$ cat src/rtl/note_lane_scroller_pkg.sv
// Shared definitions for the note lane scroller and its consumers.
// The pixel renderer uses the same coordinate widths, so both sides agree on
// how note positions are packed.
package note_lane_scroller_pkg;

  // Coordinate widths shared with the renderer
  localparam int unsigned NOTE_Y_W = 12;
  localparam int unsigned NOTE_X_W = 10;

  // Screen geometry
  localparam int unsigned SCREEN_H_DEF = 480;
  localparam int unsigned SCREEN_W_DEF = 640;

  // Default strike zone for a lane (inclusive bounds on note top-left y)
  localparam int unsigned HIT_Y_MIN_DEF = 400;
  localparam int unsigned HIT_Y_MAX_DEF = 440;

  localparam int unsigned SPEED_W = 4;
  localparam int unsigned COMBO_W = 16;

  typedef logic [NOTE_Y_W-1:0] note_y_t;
  typedef logic [COMBO_W-1:0]  combo_t;

  // Outcome of judging a strum in one cycle
  typedef enum logic [1:0] {
    JudgeNone,
    JudgeHit,
    JudgeBad
  } judge_e;

  // Combo counter increment that sticks at all-ones
  function automatic combo_t combo_sat_inc(input combo_t c);
    return (&c) ? c : c + combo_t'(1);
  endfunction

endpackage

$ cat src/rtl/note_lane_scroller_if.sv
// Lane handshake and judgement bundle.
//   spawn_valid / spawn_ready : note creation handshake
//   strum                     : one-cycle player strum pulse
//   hit / miss / bad_strum    : one-cycle judgement pulses
//   combo                     : consecutive-hit counter
// master = game sequencer / player input side, slave = the scroller.
interface note_lane_scroller_if;
  import note_lane_scroller_pkg::*;

  logic   spawn_valid;
  logic   spawn_ready;
  logic   strum;
  logic   hit;
  logic   miss;
  logic   bad_strum;
  combo_t combo;

  modport master (
    output spawn_valid,
    output strum,
    input  spawn_ready,
    input  hit,
    input  miss,
    input  bad_strum,
    input  combo
  );

  modport slave (
    input  spawn_valid,
    input  strum,
    output spawn_ready,
    output hit,
    output miss,
    output bad_strum,
    output combo
  );

endinterface

$ cat src/rtl/note_lane_scroller_strike_select.sv
// Combinational strike-zone selector.
// Picks the active slot inside [HIT_Y_MIN, HIT_Y_MAX] with the largest y
// (closest to the player); ties go to the lowest index.
//   y_flat : packed slot y values, slot i at [NOTE_Y_W*i +: NOTE_Y_W]
//   active : slot valid mask
//   found  : at least one slot is in the zone
//   sel    : one-hot selected slot (all zero when found is low)
module note_strike_select
  import note_lane_scroller_pkg::*;
#(
  parameter int unsigned NUM_SLOTS = 4,
  parameter int unsigned HIT_Y_MIN = HIT_Y_MIN_DEF,
  parameter int unsigned HIT_Y_MAX = HIT_Y_MAX_DEF
) (
  input  logic [NOTE_Y_W*NUM_SLOTS-1:0] y_flat,
  input  logic [NUM_SLOTS-1:0]          active,
  output logic                          found,
  output logic [NUM_SLOTS-1:0]          sel
);

  note_y_t best_y;
  note_y_t y_cur;

  always_comb begin
    found  = 1'b0;
    sel    = '0;
    best_y = '0;
    y_cur  = '0;
    for (int i = 0; i < int'(NUM_SLOTS); i++) begin
      y_cur = y_flat[NOTE_Y_W*i +: NOTE_Y_W];
      // Strict '>' keeps the earlier (lower-index) slot on a tie
      if (active[i] && (y_cur >= note_y_t'(HIT_Y_MIN)) && (y_cur <= note_y_t'(HIT_Y_MAX)) &&
          (!found || (y_cur > best_y))) begin
        found  = 1'b1;
        sel    = '0;
        sel[i] = 1'b1;
        best_y = y_cur;
      end
    end
  end

endmodule

$ cat src/rtl/note_lane_scroller.sv
// Falling-note position owner for one guitar lane.
// Spawns notes into a fixed slot pool, advances them once per frame, retires
// notes that leave the screen and judges strums against the strike zone.
// The renderer reads note_y_flat/active for its note-bounds hit test.
//   clock, reset : clock and synchronous active-high reset
//   frame_tick   : one-cycle pulse per frame
//   speed        : pixels added to every active note per frame
//   lane         : spawn handshake, strum input, judgement outputs, combo
//   note_y_flat  : slot i y at [NOTE_Y_W*i +: NOTE_Y_W]
//   active       : slot valid mask (inactive slots hold a stale y)
module note_lane_scroller
  import note_lane_scroller_pkg::*;
#(
  parameter int unsigned NUM_SLOTS = 4,
  parameter int unsigned SPAWN_Y   = 0,
  parameter int unsigned SCREEN_H  = SCREEN_H_DEF,
  parameter int unsigned HIT_Y_MIN = HIT_Y_MIN_DEF,
  parameter int unsigned HIT_Y_MAX = HIT_Y_MAX_DEF
) (
  input  logic                          clock,
  input  logic                          reset,
  input  logic                          frame_tick,
  input  logic [SPEED_W-1:0]            speed,
  note_lane_scroller_if.slave           lane,
  output logic [NOTE_Y_W*NUM_SLOTS-1:0] note_y_flat,
  output logic [NUM_SLOTS-1:0]          active
);

  note_y_t              y_q [NUM_SLOTS];
  note_y_t              y_d [NUM_SLOTS];
  logic [NUM_SLOTS-1:0] active_q, active_d;
  logic                 hit_q, miss_q, bad_q;
  logic                 miss_d;
  combo_t               combo_q, combo_d;
  judge_e               judge;

  logic                 spawn_ready;
  logic                 free_found;
  logic                 strike_found;
  logic [NUM_SLOTS-1:0] strike_sel;

  // Pack registered positions for the renderer and the selector
  for (genvar g = 0; g < int'(NUM_SLOTS); g++) begin : g_pack
    assign note_y_flat[NOTE_Y_W*g +: NOTE_Y_W] = y_q[g];
  end

  assign spawn_ready    = ~&active_q;
  assign active         = active_q;
  assign lane.spawn_ready = spawn_ready;
  assign lane.hit       = hit_q;
  assign lane.miss      = miss_q;
  assign lane.bad_strum = bad_q;
  assign lane.combo     = combo_q;

  note_strike_select #(
    .NUM_SLOTS (NUM_SLOTS),
    .HIT_Y_MIN (HIT_Y_MIN),
    .HIT_Y_MAX (HIT_Y_MAX)
  ) u_strike_select (
    .y_flat (note_y_flat),
    .active (active_q),
    .found  (strike_found),
    .sel    (strike_sel)
  );

  // Strum, then frame advance, then spawn -- all judged on pre-cycle state.
  always_comb begin
    active_d   = active_q;
    y_d        = y_q;
    judge      = JudgeNone;
    miss_d     = 1'b0;
    free_found = 1'b0;

    if (lane.strum) begin
      if (strike_found) begin
        active_d = active_q & ~strike_sel;
        judge    = JudgeHit;
      end else begin
        judge = JudgeBad;
      end
    end

    // A slot just struck is already cleared in active_d, so it is not moved
    if (frame_tick) begin
      for (int i = 0; i < int'(NUM_SLOTS); i++) begin
        if (active_d[i]) begin
          y_d[i] = y_q[i] + note_y_t'(speed);
          if (y_d[i] >= note_y_t'(SCREEN_H)) begin
            active_d[i] = 1'b0;
            miss_d      = 1'b1;
          end
        end
      end
    end

    // Target comes from the registered mask, so slots freed this cycle wait
    if (lane.spawn_valid && spawn_ready) begin
      for (int i = 0; i < int'(NUM_SLOTS); i++) begin
        if (!active_q[i] && !free_found) begin
          free_found  = 1'b1;
          active_d[i] = 1'b1;
          y_d[i]      = note_y_t'(SPAWN_Y);
        end
      end
    end

    // Miss dominates a simultaneous hit
    if (miss_d || (judge == JudgeBad)) begin
      combo_d = '0;
    end else if (judge == JudgeHit) begin
      combo_d = combo_sat_inc(combo_q);
    end else begin
      combo_d = combo_q;
    end
  end

  always_ff @(posedge clock) begin
    if (reset) begin
      active_q <= '0;
      hit_q    <= 1'b0;
      miss_q   <= 1'b0;
      bad_q    <= 1'b0;
      combo_q  <= '0;
      for (int i = 0; i < int'(NUM_SLOTS); i++) begin
        y_q[i] <= '0;
      end
    end else begin
      active_q <= active_d;
      hit_q    <= (judge == JudgeHit);
      miss_q   <= miss_d;
      bad_q    <= (judge == JudgeBad);
      combo_q  <= combo_d;
      for (int i = 0; i < int'(NUM_SLOTS); i++) begin
        y_q[i] <= y_d[i];
      end
    end
  end

endmodule

$ cat src/flat_wrapper.sv
// flat-port wrapper written by rule: the top's interface ports become plain ports
module note_lane_scroller_flat import note_lane_scroller_pkg::*;
#(
  parameter int unsigned NUM_SLOTS = 4,
  parameter int unsigned SPAWN_Y   = 0,
  parameter int unsigned SCREEN_H  = SCREEN_H_DEF,
  parameter int unsigned HIT_Y_MIN = HIT_Y_MIN_DEF,
  parameter int unsigned HIT_Y_MAX = HIT_Y_MAX_DEF
)
  (clock, reset, frame_tick, speed, note_y_flat, active, lane_spawn_valid, lane_strum, lane_spawn_ready, lane_hit, lane_miss, lane_bad_strum, lane_combo);
  note_lane_scroller_if lane_i ();
  input  logic clock;
  input  logic reset;
  input  logic frame_tick;
  input  logic [SPEED_W-1:0] speed;
  output logic [NOTE_Y_W*NUM_SLOTS-1:0] note_y_flat;
  output logic [NUM_SLOTS-1:0] active;
  input wire logic [$bits(lane_i.spawn_valid)-1:0] lane_spawn_valid;
  input wire logic [$bits(lane_i.strum)-1:0] lane_strum;
  output wire logic [$bits(lane_i.spawn_ready)-1:0] lane_spawn_ready;
  output wire logic [$bits(lane_i.hit)-1:0] lane_hit;
  output wire logic [$bits(lane_i.miss)-1:0] lane_miss;
  output wire logic [$bits(lane_i.bad_strum)-1:0] lane_bad_strum;
  output wire logic [$bits(lane_i.combo)-1:0] lane_combo;
  assign lane_i.spawn_valid = lane_spawn_valid;
  assign lane_i.strum = lane_strum;
  assign lane_spawn_ready = lane_i.spawn_ready;
  assign lane_hit = lane_i.hit;
  assign lane_miss = lane_i.miss;
  assign lane_bad_strum = lane_i.bad_strum;
  assign lane_combo = lane_i.combo;
  note_lane_scroller #(.NUM_SLOTS(NUM_SLOTS), .SPAWN_Y(SPAWN_Y), .SCREEN_H(SCREEN_H), .HIT_Y_MIN(HIT_Y_MIN), .HIT_Y_MAX(HIT_Y_MAX)) u_core (.clock(clock), .reset(reset), .frame_tick(frame_tick), .speed(speed), .lane(lane_i), .note_y_flat(note_y_flat), .active(active));
endmodule
$ cat config.mk
export PLATFORM = sky130hd
export DESIGN_NAME = note_lane_scroller_flat
export DESIGN_NICKNAME = d
export VERILOG_FILES = /design/src/rtl/note_lane_scroller_pkg.sv /design/src/rtl/note_lane_scroller_if.sv /design/src/rtl/note_lane_scroller_strike_select.sv /design/src/rtl/note_lane_scroller.sv /design/src/flat_wrapper.sv
export SDC_FILE = /design/constraint.sdc
export NUM_CORES = 1
export LEC_CHECK = 0
export ABC_AREA = 1
export CORE_ASPECT_RATIO = 0.75
export CORE_MARGIN = 8
export CORE_UTILIZATION = 50
export CTS_BUF_LIST = sky130_fd_sc_hd__clkbuf_4 sky130_fd_sc_hd__clkbuf_8
export CTS_CLUSTER_DIAMETER = 40
export CTS_CLUSTER_SIZE = 16
export DETAILED_ROUTE_END_ITERATION = 8
export PLACE_DENSITY = 0.74
export SETUP_SLACK_MARGIN = 0.15
export SYNTH_ARGS = -nofsm -noshare
export SYNTH_HDL_FRONTEND = slang
export SYNTH_HIERARCHICAL = 1
export SYNTH_SLANG_ARGS = --single-unit
$ cat constraint.sdc
create_clock -name clock -period 11.7 [get_ports clock]
set_input_delay 2.34 -clock clock [delete_from_list [all_inputs] [get_ports clock]]
set_output_delay 2.34 -clock clock [all_outputs]
set_load 0.01 [all_outputs]
=== Yosys cells after proc, flatten, opt, wreduce, memory -nomap -nowiden ===
Cells that the tools add are included.

* Register bits after elaboration: 71
* Word-level logic and storage cells: 121

* Add/sub/neg operators: 5
* Order comparisons: 15
* Equal/unequal tests: 2
* Multiplexer cells: 54
* Bitwise gates (word level): 3
* Reduce and logical (&&, ||, !) cells: 33

{| class="wikitable"
|+ Operators with widths
! kind !! count
|-
| 2-to-1 mux 12 bit || 11
|-
| greater-or-equal comparator 12 x 9 -> 1 bit, second input constant || 8
|-
| 2-to-1 mux 48 bit || 2
|-
| adder 12 x 4 -> 12 bit || 4
|-
| <= comparator 12 x 9 -> 1 bit, second input constant || 4
|-
| > comparator 12 bit || 3
|-
| 2-to-1 mux 1 bit || 32
|-
| 2-to-1 mux 4 bit || 7
|-
| adder 16 x 1 -> 16 bit, second input constant || 1
|-
| AND reduction 16 bit || 1
|-
| logical AND 1 bit || 15
|-
| zero test 1 bit || 10
|-
| bitwise AND 4 bit || 1
|-
| logical OR 1 bit || 4
|-
| 2-to-1 mux 2 bit || 2
|-
| inverter 4 bit || 1
|-
| AND reduction 4 bit || 1
|-
| equality test 2 x 1 -> 1 bit, second input constant || 1
|-
| equality test 2 bit, second input constant || 1
|-
| AND reduction 2 bit || 1
|-
| OR reduction 2 bit || 1
|-
| inverter 1 bit || 1
|}

=== Logic depth before layout (Yosys ltp) ===
* Depth after elaboration: 30
* Depth in mapped cells: 53

=== Modules after synthesis ===
The synthesis kept the hierarchy.

{| class="wikitable"
|+ By module, submodules not included
! module !! instances !! cells an instance !! area each (um^2) !! seq. area each (um^2)
|-
| note_lane_scroller || 1 || 702 || 4,549.4 || 1,421.4
|-
| note_strike_select || 1 || 262 || 1,506.4 || 0.0
|}

=== Worst setup path before layout ===
No wires, ideal clock.

* Path type: reg2reg
* Start: reg u_core.y_q, in the netlist u_core/note_y_flat[7]
* End: reg u_core.combo_q[10], in the netlist u_core/lane.combo[10]
* Setup time: 141 ps
* Data arrival time: 4,930 ps
* Required time: 11,559 ps
* Slack: 6,629 ps
* Cell stages (with the launch flop): 46
* Path buffers: 1
* Period minus slack after synthesis: 5,071 ps
* Cells stage by stage: dfxtp_1 nand2_1 nor3_4 nand3_4 inv_4 nand2_1 ha_1 nand2_1 inv_1 nand2_1 nand2_1 nand2_1 nand3_1 nand2_1 nand2_4 nand2_8 nand2_1 and2_1 [... 10 more ...] nand2_1 ha_1 nand2_1 nor3_1 nand2_1 nand3_1 nand2_1 nand2_1 nand2_1 nand2_1 nor2_1 nand2_1 nand2_1 nor2_1 nand2_1 nand4_4 buf_6 nor3_2

* Cells in the longest elaborated chain, start to end: 30
* Elaborated cells on any way between the ends: 49
* Those cells by class: 1 x add/sub; 6 x order compare; 2 x eq/ne; 24 x mux; 2 x bitwise; 14 x reduce/logical

{| class="wikitable"
|+ Ends and longest elaborated chain
! item !! line !! text
|-
| start: declaration || note_lane_scroller.sv:29 || <nowiki>note_y_t y_q [NUM_SLOTS];</nowiki>
|-
| start signal: indexed assignment || note_lane_scroller.sv:134 || <nowiki>y_q[i] <= y_d[i];</nowiki>
|-
| greater-or-equal comparator 12 x 9 -> 1 bit || note_lane_scroller_strike_select.sv:32 || <nowiki>if (active[i] && (y_cur >= note_y_t'(HIT_Y_MIN)) && (y_cur <= note_y_t'(HIT_Y_MAX)) &&</nowiki>
|-
| logical AND 1 bit (2 in series) || note_lane_scroller_strike_select.sv:32 ||
|-
| 2-to-1 mux 12 bit or 2-to-1 mux 1 bit (tied branches) || note_lane_scroller_strike_select.sv:32 ||
|-
| > comparator 12 bit or zero test 1 bit (tied branches) || note_lane_scroller_strike_select.sv:33 || <nowiki>(!found || (y_cur > best_y))) begin</nowiki>
|-
| logical OR 1 bit || note_lane_scroller_strike_select.sv:33 ||
|-
| logical AND 1 bit || note_lane_scroller_strike_select.sv:32 ||
|-
| 2-to-1 mux 12 bit or 2-to-1 mux 1 bit (tied branches) || note_lane_scroller_strike_select.sv:32 ||
|-
| > comparator 12 bit or zero test 1 bit (tied branches) || note_lane_scroller_strike_select.sv:33 ||
|-
| [... 7 more ...] || n/a ||
|-
| named net u_core.strike_sel[0] || note_lane_scroller.sv:40 || <nowiki>logic [NUM_SLOTS-1:0] strike_sel;</nowiki>
|-
| [... 6 more ...] || n/a ||
|-
| 2-to-1 mux 1 bit * || note_lane_scroller.sv:86 || <nowiki>if (active_d[i]) begin</nowiki>
|-
| 2-to-1 mux 1 bit || note_lane_scroller.sv:88 || <nowiki>if (y_d[i] >= note_y_t'(SCREEN_H)) begin</nowiki>
|-
| 2-to-1 mux 1 bit * || note_lane_scroller.sv:86 ||
|-
| 2-to-1 mux 1 bit || note_lane_scroller.sv:88 ||
|-
| 2-to-1 mux 1 bit * || note_lane_scroller.sv:86 ||
|-
| 2-to-1 mux 1 bit * || note_lane_scroller.sv:84 || <nowiki>if (frame_tick) begin</nowiki>
|-
| logical OR 1 bit * || note_lane_scroller.sv:108 || <nowiki>if (miss_d || (judge == JudgeBad)) begin</nowiki>
|-
| OR reduction 2 bit (no line) * || n/a ||
|-
| end signal: assignment || note_lane_scroller.sv:132 || <nowiki>combo_q <= combo_d;</nowiki>
|-
| end: declaration || note_lane_scroller.sv:34 || <nowiki>combo_t combo_q, combo_d;</nowiki>
|}

Mark *: on every way through the listed nets, which the timed path passes. The rest lies on a longest branch.
A chain may end at the register's enable or synchronous reset.

=== Worst setup path in the final report ===
* Start: reg u_core.y_q, in the netlist u_core/note_y_flat[8]
* End: reg u_core.miss_q, in the netlist u_core/lane.miss

* Elaborated cells on any way between the ends: 42
* Those cells by class: 1 x add/sub; 6 x order compare; 22 x mux; 2 x bitwise; 11 x reduce/logical

{| class="wikitable"
|+ RTL lines
! item !! line !! text
|-
| greater-or-equal comparator 12 x 9 -> 1 bit || note_lane_scroller_strike_select.sv:32 ||
|-
| logical AND 1 bit (2 in series) || note_lane_scroller_strike_select.sv:32 ||
|-
| 2-to-1 mux 12 bit or 2-to-1 mux 1 bit (tied branches) || note_lane_scroller_strike_select.sv:32 ||
|-
| > comparator 12 bit or zero test 1 bit (tied branches) || note_lane_scroller_strike_select.sv:33 ||
|-
| logical OR 1 bit || note_lane_scroller_strike_select.sv:33 ||
|-
| logical AND 1 bit || note_lane_scroller_strike_select.sv:32 ||
|-
| 2-to-1 mux 12 bit or 2-to-1 mux 1 bit (tied branches) || note_lane_scroller_strike_select.sv:32 ||
|-
| > comparator 12 bit or zero test 1 bit (tied branches) || note_lane_scroller_strike_select.sv:33 ||
|-
| [... 6 more ...] || n/a ||
|-
| 2-to-1 mux 4 bit * || note_lane_scroller_strike_select.sv:32 ||
|-
| named net u_core.strike_sel[3] || note_lane_scroller.sv:40 ||
|-
| inverter 4 bit * || note_lane_scroller.sv:76 || <nowiki>active_d = active_q & ~strike_sel;</nowiki>
|-
| bitwise AND 4 bit * || note_lane_scroller.sv:76 ||
|-
| 2-to-1 mux 4 bit * || note_lane_scroller.sv:75 || <nowiki>if (strike_found) begin</nowiki>
|-
| 2-to-1 mux 4 bit * || note_lane_scroller.sv:74 || <nowiki>if (lane.strum) begin</nowiki>
|-
| 2-to-1 mux 1 bit * || note_lane_scroller.sv:86 ||
|-
| 2-to-1 mux 1 bit * || note_lane_scroller.sv:84 ||
|-
| end signal: assignment || note_lane_scroller.sv:130 || <nowiki>miss_q <= miss_d;</nowiki>
|-
| end: declaration || note_lane_scroller.sv:32 || <nowiki>logic hit_q, miss_q, bad_q;</nowiki>
|}

Marked as above.

==> impl_metrics.toml <==
[synthesis]
synthMuxAreaShare = 0.00165
synth-edff-count = 0
syn_inst = 964
synth-xor-area-share = 0.0390
syn_avg_cell_area_sq_um = 6.28
yosysWarnings = 6
synth_cell_types = 45
synth_compound_area_frac = 0.100
synth_fa_ha_area_frac = 0.123
synth_area_sq_mm = 0.00606
ys_ff_latch = 71
synthArstFlopShare = 0
seq_area_frac_synth = 0.235
synth_top_family_by_area = "simple AND/OR/NAND/NOR gates"
synth_ff_type = "dfxtp_1"
synth-simple-area-share = 0.397

[power_and_ir_drop]
p_leak_uw = 0.00327
comb_power_share = 0.128
intPower_uw = 363
power_density_mw_per_mm2 = 70.0
power_frac_seq = 0.501
switching_power_uw = 144
p_sw_frac = 0.283
clockPowerShare = 0.371
peakVddDrop_mv = 0.0410

[drt]
via_per_inst = 5.10
wirelength_um = 16800
drtIter0Drc = 529
dr.pass1.iters = 5
drc_errors = 0
drt-wirelength-per-cell_um = 13.8
vias = 6241
drtAntennaViolNets = 0

[cts]
cts_max_path_buffers = 2
htreeDepth = 3
post_cts.repair.setup_buffers = 0
ctsRootBufferMaster = "clkbuf_8"
cts_resized = 0
clock_latency_ns = 0.36
cts_tree = "built"
clk_pin_slew_ns = 0.07
cts.sinks = 71
cts_buffers = 9
cts_hold_buf = 0

[global_routing]
grt_usage = 0.213
antenna_found_initial = 0
overflow = 0
first_global_vias = 5495
grt_first_pass_wirelength_um = 27600
grt_max_degree = 18

[setup_path]
required_ns = 11.99
critPathKind = "reg2reg"
startpoint_type = "register"
cpMostUsedCell = "nand2_1"
cp.arrival_ns = 6.67
cp_max_fo = 17
endpoint_kind = "register"
max_stage_delay_ns = 0.74
cp_slowest_cell = "nor2_1"

[cells_and_area]
fin_nets = 1122
final_cell_mix = "nand2_1, inv_1, nor2_1"
multi_input_area_sq_mm = 0.00405
drive_above_1_share = 0.0509
final_common_cell = "nand2_1"
fin_cells = 1223
stdcell_area_sq_mm = 0.00724
ff_latch_area_sq_mm = 0.00142
area_delta_synth_final_pct = 19.5
fillCellCount = 1151
diodes = 0

[timing]
slew_viol_final = 0
max_freq_mhz = 157
finalSetupTns_ns = 0
period_share = 0.544
holdWs_ns = 0.554
worst_pin_slew_ns = 1.05
fin_ws_ns = 5.33
period_minus_slack_ns = 6.37
hold_viol = 0
rsz0062_at_grt = "false"
fin_worst_skew_ns = 0.0149
finalSetupViolCount = 0
max_slew_margin = 0.302

[die]
io_pins = 81
die-area_sq_mm = 0.0159
core_area_sq_mm = 0.0117
start_util = 0.518
die_w_um = 143
rows = 34
chipHeight_um = 111

[placed_design]
io_buffers = 80
globalplace.congestion = 0.984
place_area_sq_mm = 0.00705
place_ws_ns = 5.39
placed_cells = 1207
hpwl_um = 13200

[worst_hold_path]
hold_class = "reg2reg"

[outcome]
outcome = "completed"

[run]
maxCapViolations = 0
[metal layers]
metal | GRT usage | vias up | wire [um]
met1 | 0.296 | 2728 | 8090
met5 | 0 | - | 0
met3 | 0.0542 | 22 | 1430
li1 | - | 3287 | -
met4 | 0.0657 | 0 | 300
met2 | 0.312 | 204 | 7010
[layout make-up]
type                            count  share of cell area
Clock buffer                       13              0.0230
Clock inverter                      3             0.00242
Inverter                          154              0.0802
Multi-Input combinational cell    740               0.559
Sequential cell                    71               0.196
Tap cell                          162              0.0280
Timing Repair Buffer               80               0.111
[registers in the layout, summed over array words and instances, names as in the netlist]
register               count
u_core/active              4
u_core/lane.bad_strum      1
u_core/lane.combo         16
u_core/lane.hit            1
u_core/lane.miss           1
u_core/note_y_flat        48
[kinds of logic after synthesis]
logic type	Yosys count
compound gates	112
xor+xnor	27
fa+ha+maj	57
buf+inv	164
flops	71
mux	1
other cells	1
simple gates	531
[metrics by stage]
stage          utilization  power, uW
2_1_floorplan            -        298
3_3_place_gp         0.603        323
3_5_place_dp         0.603        323
4_1_cts              0.619        511
5_1_grt              0.619        532
6_report             0.619        507
[worst max-delay path, delay by kind of cell (launching register included)]
family / cells / cell delay [ns]
compound gates: 2 / 0.27
fa+ha+maj: 3 / 0.89
buf+inv: 5 / 0.45
flops: 1 / 0.42
simple gates: 35 / 4.25
[path summary, 6_finish.rpt]
| path | slack, ns | cells past startpoint | from | end |
|---|---|---|---|---|
| worst max register to register | 5.33 | 45 | u_core/note_y_flat[8] | u_core/lane.miss |
| worst max-delay path | 5.33 | 45 | u_core/note_y_flat[8] | u_core/lane.miss |
| worst min-delay path | 0.55 | 2 | u_core/note_y_flat[12] | u_core/note_y_flat[12] |
| worst min register to register | 0.55 | 2 | u_core/note_y_flat[12] | u_core/note_y_flat[12] |
[cells in the mapped netlist, types with 2 or more instances]
cell type    n  area (sq um)
nand2_1    274          1030
inv_1      150           563
nor2_1      86           323
nand3_1     82           410
dfxtp_1     71          1420
a21oi_1     56           280
ha_1        53           663
o21ai_0     38           190
nor3_1      24           120
nand4_1     18           113
xor2_1      15           131
xnor2_1     12           105
nor3_2      10           100
o211ai_1    10          75.1
nand2_2      9          56.3
clkbuf_1     7          26.3
and2_1       4          25.0
fa_1         4          80.1
nand3b_1     4          30.0
or2_2        4          25.0
nand3_2      3          30.0
buf_2        2          10.0
inv_2        2          7.51
nand2_4      2          22.5
nor2_2       2          12.5
nor4_1       2          12.5
or2_1        2          12.5
[power by group through the flow]
stage	clock network, uW	registers (uW)	logic [uW]
finish	188	254	64.9
global route	204	255	73.8
CTS	193	254	64.2
detailed placement	0	259	63.9
global placement	0	259	63.6
floorplan	0	258	39.2
Power figures use the tool's default switching activity.
==> RTL change 1, RTL diff (same settings) <==
`SPEED_W`: 4 -> 3.
--- a/src/rtl/note_lane_scroller_pkg.sv
+++ b/src/rtl/note_lane_scroller_pkg.sv
@@ -17,3 +17,3 @@
 
-  localparam int unsigned SPEED_W = 4;
+  localparam int unsigned SPEED_W = 3;
   localparam int unsigned COMBO_W = 16;
Ports: changed (resized speed); port bits go from 81 to 80. No check against the original RTL was run, so the function may have changed too.
==> RTL change 1 against the original RTL <==
Area after synthesis down 3.1%. Sequential power about the same. Sequential share of layout area up 0.53 points. Worst setup slack better by 140 ps. Clock power up 10%. Utilization down 0.73 points. Power up 2.0%. Die area down 2.7%. Final area down 2.6%. Wire length down 8.2%. Worst hold slack better by 2.8 ps. Critical path depth down 3. Sequential cell count unchanged. Largest power group unchanged. Highest routed layer unchanged.
==> RTL change 1: results (changes against the original RTL) <==
| Metric | Value |
|---|---|
| Slew headroom | `0.332 (+0.0296)` |
| Antenna cells | `0 (unchanged)` |
| Fill count | `1092 (-5.1%)` |
| Worst-path clk slew | `80 ps` |
| Mean Syn Cell Area | `6.42 um2 (+2.2%)` |
| Worst skew pair latency | `360 ps (about the same)` |
| Postcts setup bufs | `0 (unchanged)` |
| Largest net degree at the start of global routing | `17 (-1)` |
| Max reg flops | `48 (unchanged)` |
| Maximum VDD drop | `65.5 uV (+60%)` |
| Worst Hold Class | `reg2reg` |
| Status | `finished, final reports clean` |
| Via count | `5880 (-5.8%)` |
| Primary FF master, synth | `dfxtp_1` |
| CTS resizes | `0 (unchanged)` |
| Via/cell ratio | `5.01 (-1.8%)` |
| Drt first pass iters | `5 (unchanged)` |
| First-pass GRT wire length | `25.7 mm (-6.9%)` |
| Post-synthesis sequential area ratio | `0.242 (+0.00761)` |
| CP arrival | `6480 ps (-190 ps)` |
| Port Buffers | `79 (-1.3%)` |
| RePlAce Congestion | `0.916 (-7.0%)` |
| Placed cells | `1157 (-4.1%)` |
| Num CTS Buffers | `9 (unchanged)` |
| Pleak | `3.11 nW (-4.9%)` |
| Worst path slowest cell | `nor2_1` |
| Antenna violations before repair | `0 (unchanged)` |
| Synth top cells by count | `nand2_1, inv_1, nor2_1` |
| Vias in the first global route | `5328 (-3.0%)` |
| Root Buffer | `clkbuf_8` |
| Yosys warnings | `6 (unchanged)` |
| Post-synth top area share | `0.242 (+0.00761)` |
| All-layer global routing usage | `0.204 (-0.00900)` |
| Distinct cells, synth | `46 (+2.2%)` |
| Max Root-Sink Buffers | `2 (unchanged)` |
| Initial DRC Count | `579 (+9.5%)` |
| Layout cells sized above 1 | `0.0673 (+0.0164)` |
| Hpwl dp | `12.0 mm (-8.8%)` |
| CTS H-tree depth | `3 (unchanged)` |
| Nets@finish | `1067 (-4.9%)` |
| WL/cell | `13.2 um (-4.3%)` |
| Max-slew violation count | `0 (unchanged)` |
| Critical Path Max Stage Delay | `660 ps (-80 ps)` |
| Layout Skew | `11.7 ps (-3.27 ps)` |
| Synth area leaders | `dfxtp_1, nand2_1, ha_1, inv_1, nand3_1` |
| CP Max Fanout | `14 (-3)` |
| Async set-or-reset flop fraction in the synthesized netlist | `0 (unchanged)` |
==> RTL change 1: changes by cell type in the layout (fill, tap and decap cells not counted), moves of 3 or more <==
cell | before | now
ha_1 | 53 | 49
nor2_2 | 2 | 5
nor3_1 | 24 | 20
nand3_1 | 82 | 74
nand4_1 | 18 | 21
nor2_1 | 86 | 83
nand2_1 | 274 | 232
inv_1 | 150 | 155
nor3_2 | 10 | 0
nor2_4 | 0 | 12
a21oi_1 | 56 | 53
nand2_2 | 9 | 13
xnor2_1 | 12 | 5
==> RTL change 1: where the power goes <==
part	internal (mW)	switching (mW)	total, mW
combinational	0.0220	0.0353	0.0573
sequential	0.245	0.00755	0.253
clock	0.110	0.0971	0.207
==> RTL change 1: worst paths after layout <==
path	slack [ps]	to	cells after the start	start
max	5470	u_core/note_y_flat[46]	42	u_core/note_y_flat[5]
min	560	u_core/note_y_flat[42]	2	u_core/note_y_flat[42]
max reg2reg	5470	u_core/note_y_flat[46]	42	u_core/note_y_flat[5]
min reg2reg	560	u_core/note_y_flat[42]	2	u_core/note_y_flat[42]
==> RTL change 1: routing by layer <==
metal  GRT usage  routed length [um]
met5           0                   0
met4      0.0612                 208
met3      0.0403                1070
met2       0.312                6390
met1       0.285                7780
==> RTL change 1: logic make-up (layout without fill, tap and decap cells) <==
logic type	Yosys count	after routing	share of synthesized area
and+or+nand+nor	483	483	0.382
buffers and inverters	168	254	0.112
AOI/OAI and AO/OA	118	118	0.114
DFF	71	71	0.242
adders and majority gates	53	53	0.118
xor gates and xnor gates	20	20	0.0299
other	1	12	0.000639
==> RTL change 1: final cells by class <==
class / instances / area [um2] / share of cell area
multi-input combinational: 686 / 3830 / 0.543
timing repair buffer: 79 / 791 / 0.112
tap: 162 / 203 / 0.0288
clock buffer: 11 / 151 / 0.0215
inverter: 159 / 599 / 0.0850
sequential: 71 / 1420 / 0.202
clock inverter: 5 / 56.3 / 0.00799
==> RTL change 1: critical path: cells and delay by family (launching register included) <==
kind            cells  cell delay [ps]
compound gates      5              890
fa+ha+maj           3              840
buf+inv             7              830
flops               1              600
simple gates       27             2950
==> RTL change 1: stage by stage <==
stage / hold WS (ps) / cell area (um2) / power (mW) / setup WS, ps
final: 557 / 7050 / 0.517 / 5470
after global routing: 578 / 7050 / 0.542 / 4700
after CTS: 557 / 7050 / 0.523 / 5560
after detailed placement: 540 / 6840 / 0.315 / 5570
after global placement: 539 / 6840 / 0.315 / 5620
after floorplan: 524 / 5910 / 0.294 / 6590
==> RTL change 2, RTL diff (same settings) <==
Made on the original files. Reset style: asynchronous (`reset`), changed in one clocked block. Comments in the files are not updated.
--- a/src/rtl/note_lane_scroller.sv
+++ b/src/rtl/note_lane_scroller.sv
@@ -116,3 +116,3 @@
 
-  always_ff @(posedge clock) begin
+  always_ff @(posedge clock or posedge reset) begin
     if (reset) begin
Behaviour: differs if reset is asserted again (counterexample within 4 cycles, from zero or initial values and one cycle with reset high); with reset held inactive, the same outputs for 4 cycles.
==> RTL change 2 against the original RTL <==
Worst setup slack lost 190 ps. Sequential cell count is the same. Final area rose by 4.3%. Wire length up 3.4%. Area after synthesis rose by 4.2%. Cell count is 1.4% lower. Critical endpoint is now u_core/note_y_flat[8].
Power is left out: it rests on default switching activity, and per cell area and clock period it moved more than threefold.
==> RTL change 2: results (changes against the original RTL) <==
| Metric | Value |
|---|---|
| Vias in the first global route | `5870 (+6.8%)` |
| Async set-or-reset flop fraction in the synthesized netlist | `1.00 (+1.00)` |
| Max Root-Sink Buffers | `2 (unchanged)` |
| CP Max Fanout | `14 (-3)` |
| First-pass GRT wire length | `29.1 mm (+5.6%)` |
| Largest net degree at the start of global routing | `72 (+54)` |
| Hpwl dp | `13.5 mm (+2.1%)` |
| Post-Route WL | `17.4 mm (+3.4%)` |
| RePlAce Congestion | `0.959 (-2.6%)` |
| Initial DRC Count | `436 (-18%)` |
| Port Buffers | `80 (unchanged)` |
| Via count | `6347 (+1.7%)` |
| Layout cells sized above 1 | `0.0615 (+0.0106)` |
| Worst Hold Class | `reg2reg` |
| Worst Tran Pin Value | `1060 ps (+11.3 ps)` |
| Fill count | `1149 (-0.17%)` |
| Adder-cell share of the synthesized area | `0.118 (-0.00499)` |
| Complex-gate fraction of the synthesized area | `0.105 (+0.00444)` |
| Status | `finished, final reports clean` |
| Critical Path Max Stage Delay | `670 ps (-70 ps)` |
| Mux share of post-synthesis cell area | `0 (-0.00165)` |
| Final cell count without fillers | `1206 (-1.4%)` |
| Post-synthesis sequential area ratio | `0.281 (+0.0468)` |
| Synth area leaders | `dfrtp_1, nand2_1, ha_1, inv_1, nand3_1` |
| Synth top cells by count | `nand2_1, inv_1, nand3_1` |
| All-layer global routing usage | `0.213 (about the same)` |
| Layout Skew | `7.79 ps (-7.14 ps)` |
| Mean Syn Cell Area | `6.74 um2 (+7.4%)` |
| Nets@finish | `1102 (-1.8%)` |
| Synth Area in XOR/XNOR | `0.0305 (-0.00852)` |
| Distinct cells, synth | `42 (-6.7%)` |
| Antenna violations before repair | `0 (unchanged)` |
| Postcts setup bufs | `0 (unchanged)` |
[RTL change 2: cell count changes after synthesis, moves of 3 or more]
cell / change
inv_1: +7
nor2_2: +4
nor2_1: -12
nand3_1: +5
a21oi_1: -3
dfxtp_1: -71
xnor2_1: -3
o21ai_0: +12
nand2_1: -34
nand4_1: +5
dfrtp_1: +71
[RTL change 2: worst reg2reg max path, delay by kind of cell, from the launching register on]
kind | cells | cell delay [ps]
AO/OA/AOI/OAI | 5 | 600
AND/OR/NAND/NOR | 35 | 3620
buffers and inverters | 6 | 900
flip-flops | 1 | 470
adder cells (fa/ha/maj) | 3 | 870
[RTL change 2: final timing paths]
kind	endpoint	cells after the start	slack, ps	from
max	u_core/note_y_flat[8]	49	5140	u_core/note_y_flat[8]
min	u_core/lane.combo[11]	2	620	u_core/lane.combo[11]
max reg2reg	u_core/note_y_flat[8]	49	5140	u_core/note_y_flat[8]
min reg2reg	u_core/lane.combo[11]	2	620	u_core/lane.combo[11]
max in group asynchronous	u_core/note_y_flat[15]	3	8520	reset
min in group asynchronous	u_core/lane.combo[14]	3	2580	reset
[RTL change 2: per-stage QoR]
stage	cell area [um2]	hold WS (ps)	setup WS [ps]
2_1_floorplan	6350	609	6540
3_3_place_gp	7360	617	5390
3_5_place_dp	7360	605	5250
4_1_cts	7550	625	5230
5_1_grt	7550	659	4430
6_report	7550	624	5140
[RTL change 2: cell families after synthesis]
| family | after synthesis |
|---|---|
| other | 1 |
| buffers and inverters | 168 |
| xor gates and xnor gates | 22 |
| AOI/OAI and AO/OA | 122 |
| and+or+nand+nor | 495 |
| DFF | 71 |
| adders and majority gates | 57 |
[RTL change 2: final cells by class]
class                      instances  area share
multi-input combinational        708       0.521
sequential                        71       0.235
timing repair buffer              85       0.111
inverter                         161      0.0804
tap                              166      0.0275
clock buffer                      11      0.0184
clock inverter                     4     0.00630
[RTL change 2: layer usage]
layer | part of all wire | up-vias | GRT usage
met2 | 0.43 | 214 | 0.331
li1 | - | 3237 | -
met3 | 0.069 | 11 | 0.0427
met4 | 0.0068 | 0 | 0.0436
met1 | 0.49 | 2885 | 0.299
met5 | 0 | - | 0
